==> config.mk <==
export PLATFORM = sky130hd
export DESIGN_NAME = uart_echo_buffer
export DESIGN_NICKNAME = d
export VERILOG_FILES = /design/src/rtl/uart_echo_buffer.sv
export SDC_FILE = /design/constraint.sdc
export NUM_CORES = 1
export LEC_CHECK = 0
export CORE_MARGIN = 3
export CORE_UTILIZATION = 60
export CTS_BUF_LIST = sky130_fd_sc_hd__clkbuf_4 sky130_fd_sc_hd__clkbuf_8
export DETAILED_ROUTE_END_ITERATION = 8
export MAX_ROUTING_LAYER = met4
export PLACE_DENSITY = 0.81
export SYNTH_ARGS = -nofsm -noshare
export SYNTH_HDL_FRONTEND = slang
export SYNTH_SLANG_ARGS = --single-unit
export TNS_END_PERCENT = 20
==> constraint.sdc <==
create_clock -name i_Clk -period 7.58 [get_ports i_Clk]
set_input_delay 0.758 -clock i_Clk [delete_from_list [all_inputs] [get_ports i_Clk]]
set_output_delay 0.758 -clock i_Clk [all_outputs]
set_load 0.02 [all_outputs]
==> src/rtl/uart_echo_buffer.sv <==
// UART echo path: received bytes are queued in a small FIFO and replayed to the
// transmitter, optionally upper-cased, with a saturating count of dropped bytes.
module uart_echo_buffer #(
  parameter int DATA_WIDTH = 8,
  parameter int DEPTH      = 16,
  parameter int OVF_WIDTH  = 8
) (
  input  logic                      i_Clk,
  input  logic                      i_Rst_L,
  input  logic                      i_RX_DV,
  input  logic [DATA_WIDTH-1:0]     i_RX_Byte,
  input  logic [1:0]                i_Mode,
  input  logic                      i_TX_Done,
  output logic                      o_TX_DV,
  output logic [DATA_WIDTH-1:0]     o_TX_Byte,
  output logic [DATA_WIDTH-1:0]     o_Last_Byte,
  output logic [$clog2(DEPTH):0]    o_Count,
  output logic                      o_Full,
  output logic                      o_Empty,
  output logic [OVF_WIDTH-1:0]      o_Ovf_Count
);
  localparam int AW = $clog2(DEPTH);
  localparam logic [AW:0] FULL_CNT = (AW+1)'(DEPTH);

  typedef enum logic [1:0] {IDLE, LOAD, SEND, WAIT} state_t;
  state_t state, state_nxt;

  logic [DATA_WIDTH-1:0] mem [DEPTH];
  logic [AW-1:0]         wr_ptr, rd_ptr;
  logic [AW:0]           count;
  logic                  accept, wr_en, rd_en, drop;
  logic [DATA_WIDTH-1:0] head, head_x;

  // Fullness is judged at the edge: a read in the same cycle does not make room.
  assign accept  = i_RX_DV & (i_Mode != 2'd2);
  assign wr_en   = accept & ~o_Full;
  assign drop    = accept & o_Full;
  assign rd_en   = (state == LOAD);
  assign o_Full  = (count == FULL_CNT);
  assign o_Empty = (count == '0);
  assign o_Count = count;
  assign o_TX_DV = (state == SEND);
  assign head    = mem[rd_ptr];

  always_comb begin
    head_x = head;
    if (i_Mode == 2'd1 && head[7:0] >= 8'h61 && head[7:0] <= 8'h7A)
      head_x[7:0] = head[7:0] - 8'h20;
  end

  always_ff @(posedge i_Clk)
    if (wr_en) mem[wr_ptr] <= i_RX_Byte;

  always_ff @(posedge i_Clk or negedge i_Rst_L) begin
    if (!i_Rst_L) begin
      wr_ptr      <= '0;
      rd_ptr      <= '0;
      count       <= '0;
      o_Last_Byte <= '0;
      o_Ovf_Count <= '0;
    end else begin
      if (i_RX_DV) o_Last_Byte <= i_RX_Byte;
      if (wr_en) wr_ptr <= wr_ptr + 1'b1;
      if (rd_en) rd_ptr <= rd_ptr + 1'b1;
      case ({wr_en, rd_en})
        2'b10:   count <= count + 1'b1;
        2'b01:   count <= count - 1'b1;
        default: count <= count;
      endcase
      if (drop && o_Ovf_Count != '1) o_Ovf_Count <= o_Ovf_Count + 1'b1;
    end
  end

  always_ff @(posedge i_Clk or negedge i_Rst_L) begin
    if (!i_Rst_L) begin
      state     <= IDLE;
      o_TX_Byte <= '0;
    end else begin
      state <= state_nxt;
      // Mode is sampled only here, so a later mode change cannot touch a loaded byte.
      if (state == LOAD) o_TX_Byte <= head_x;
    end
  end

  always_comb begin
    state_nxt = state;
    case (state)
      IDLE:    if (!o_Empty) state_nxt = LOAD;
      LOAD:    state_nxt = SEND;
      SEND:    state_nxt = WAIT;
      WAIT:    if (i_TX_Done) state_nxt = IDLE;
      default: state_nxt = IDLE;
    endcase
  end
endmodule

==> flow_summary.yaml <==
synthesis:
  syn_area_per_cell_um2: 18.2
  synth_edf_count: 128
  ys_ff_latch: 167
  synth_adder_area_share: 0.0303
  async_flop_share: 0.234
  ys.flop_type: "edfxtp_1"
  yosysSeqAreaShare: 0.704
  synth.cell_area_mm2: 0.00685
  syn_nets: 406
  yosys.area.top_type_share: 0.561
  yosys.area.top_type: "edfxtp_1"
  synth_xor_area_frac: 0.0230
  yosys-top-cells-area: "edfxtp_1, dfrtp_1, mux4_2, mux4_1, ha_1"
  ys_types: 42
  yosysWarnings: 0
  synth_compound_area_frac: 0.0389
  synth-simple-area-share: 0.0444
  synthCells: 376
  synth_top_family_by_area: "multiplexers"
  synth_mux_area_frac: 0.135
placement:
  globalplace.congestion: 0.788
  portBuffers: 45
  post-dp-hpwl_mm: 8.73
power:
  seqPwrFrac: 0.432
  swShare: 0.333
  ir_drop_mv: 0.413
  internal_power_w: 0.00185
  clock_power_share: 0.213
  power.switching_w: 0.000925
  leakagePower_nw: 2.77
  combPwrFrac: 0.355
  power_density_mw_per_mm2: 357
sta:
  setup_tns_ns: 0
  maxSlewHeadroom: 0.184
  min_period_ns: 3.47
  min_period_over_period: 0.458
  hold_violations: 0
  drv_slew: 0
  tightest_slew_ns: 1.21
  rsz0062_at_grt: "no"
  whs_ns: 0.422
  skew_ns: 0.00683
  fmax_mhz: 288
  finalSetupViolations: 0
layout:
  mostFrequentLayoutCell: "edfxtp_1"
  syn2layout_area_growth_pct: 13.6
  layout_common_cells: "edfxtp_1, clkdlybuf4s50_1, dfrtp_1"
  drive_above_1_share: 0.170
  n_antenna_cell: 0
  final_nets: 459
  fin_util: 0.709
floorplan:
  design.core.area_mm2: 0.0110
  die_y_um: 113
  die_w_um: 113
  num_rows: 38
  die-area_mm2: 0.0127
  start_util: 0.624
  io-pin-count: 46
critical_path:
  start_kind: "primary input"
  slowest_stage: "clkdlybuf4s50_1"
  slowest_delay_ns: 0.76
  reg2reg_from: "rd_ptr[0]$_DFFE_PN0N_"
  cp_max_fo: 9
  required_ns: 7.91
  worst_setup_path_end_kind: "flip-flop"
  r2r_slack_ns: 4.58
  path_class: "primary input to flip-flop"
  regToRegEndpoint: "o_TX_Byte[7]$_DFFE_PN0N_"
  ff2ff_path_depth: 7
  critPathArrivalTime_ns: 3.80
  crit_chain: "clkdlybuf4s50_1, o21ai_0, nor2_1, inv_1, ha_1, ha_1, a21o_1, a21oi_1, xnor2_1, nor2_1, xor2_1"
run_status:
  outcome: "finished, final reports clean"
drt:
  drc_errors: 0
  routed_via_density: 6.15
  via_count: 3579
  wl_mm: 12.9
  initialDrtViolationCount: 314
  dr.pass1.iters: 5
  ant_nets: 0
  wl_per_cell_um: 22.2
global_route:
  groute.usage.overall: 0.229
  grt_pass1_vias: 3659
  grt_pass1_wl_mm: 20.7
  grt_max_degree: 40
  antenna_found_initial: 0
  grt_remaining_overflow: 0
job:
  maxCapViolCount: 0
clock_network:
  clk_path_buf_depth: 2
  cts_tree: "done"
  clk_pin_slew_worst_paths_ns: 0.08
  cts_made_buffers: 17
  insertion_delay_ns: 0.44
  cts-resized-gates: 0
  post-cts-setup-buffers: 0
  cts_num_sinks: 167
  htreeDepth: 4
  cts-root-buf: "clkbuf_8"
  holdBufCountCts: 0
worst_hold_path:
  hold_path_class: "primary input to asynchronous set/reset pin"
-- routing by layer --
metal  global-route usage  share of wire  up-vias
met1                0.318           0.43     1829
li1                     -              -     1587
met4               0.0841          0.018        0
met5                    -              0        -
met2                0.334           0.49      144
met3               0.0604          0.065       19
-- worst max-delay path, delay by kind of cell --
kind	cells	cell delay, ns
adders and majority gates	2	0.64
buffers and inverters	2	0.96
xor gates and xnor gates	2	0.28
and+or+nand+nor	2	0.56
AOI/OAI and AO/OA	3	0.58
-- cell usage after synthesis (2+ instances only) --
cell,n
mux4_1,10
o21ai_0,7
mux2_2,15
a221oi_1,2
a22oi_1,12
nor4_1,5
nor3_1,4
nand2_1,16
buf_2,3
nand3_1,2
clkbuf_1,7
dfrtp_1,39
and2_1,6
xor2_1,7
mux4_2,22
buf_1,3
xnor2_1,11
nand4_1,5
edfxtp_1,128
nor2_1,10
nor2b_1,4
inv_1,15
ha_1,15
a21o_1,2
buf_12,2
a31oi_1,2
a22o_1,2
a21oi_1,4
and3_1,3
-- power groups by stage --
stage,Clock [W],Sequential (W),Combinational (W)
3_3_place_gp,0,0.00121,0.000966
2_1_floorplan,0,0.00125,0.000672
3_5_place_dp,0,0.00122,0.000992
6_report,0.000592,0.00120,0.000986
5_1_grt,0.000642,0.00122,0.00108
4_1_cts,0.000606,0.00120,0.000996
-- area by class of cell --
type	instances	area [um2]
clock inverter	14	135
tap	140	175
fill	674	3200
inverter	15	56.3
multi-input combinational	177	1860
timing repair buffer	51	490
sequential	167	4820
clock buffer	18	241
-- metrics by stage --
step | setup slack (ns) | power, W | instances | area (um2)
finish | 4.11 | 0.00278 | 582 | 7780
CTS | 4.17 | 0.00280 | 582 | 7780
floorplan | 4.50 | 0.00192 | 376 | 6850
global route | 3.88 | 0.00294 | 582 | 7780
detailed placement | 3.69 | 0.00221 | 550 | 7410
global placement | 3.83 | 0.00218 | 550 | 7410
-- sequential cells by signal (all words and copies together), names as in the netlist --
name and count:
wr_ptr 4, rd_ptr 4, state 2, o_Ovf_Count 8
o_Count 5, mem 128, o_TX_Byte 8, o_Last_Byte 8
-- worst max path at each step --
stage / from / depth (start not counted) / slack, ns / endpoint
after floorplan: i_RX_DV / 11 / 4.50 / o_Count[4]$_DFFE_PN0P_
after global placement: i_RX_DV / 11 / 3.83 / o_Count[4]$_DFFE_PN0P_
after detailed placement: i_RX_DV / 11 / 3.69 / o_Count[4]$_DFFE_PN0P_
after CTS: i_RX_DV / 11 / 4.17 / o_Count[4]$_DFFE_PN0P_
after global routing: i_RX_DV / 13 / 3.88 / o_Count[4]$_DFFE_PN0P_
final: i_RX_DV / 11 / 4.11 / o_Count[4]$_DFFE_PN0P_
-- cell families (layout without fill, tap and decap cells) --
family                     Yosys count  after routing
DFF                                167            167
and+or+nand+nor                     59             59
muxes                               47             47
AOI/OAI and AO/OA                   37             37
buffers and inverters               32             98
xor gates and xnor gates            18             18
adders and majority gates           16             16
(Power assumes the default switching activity.)
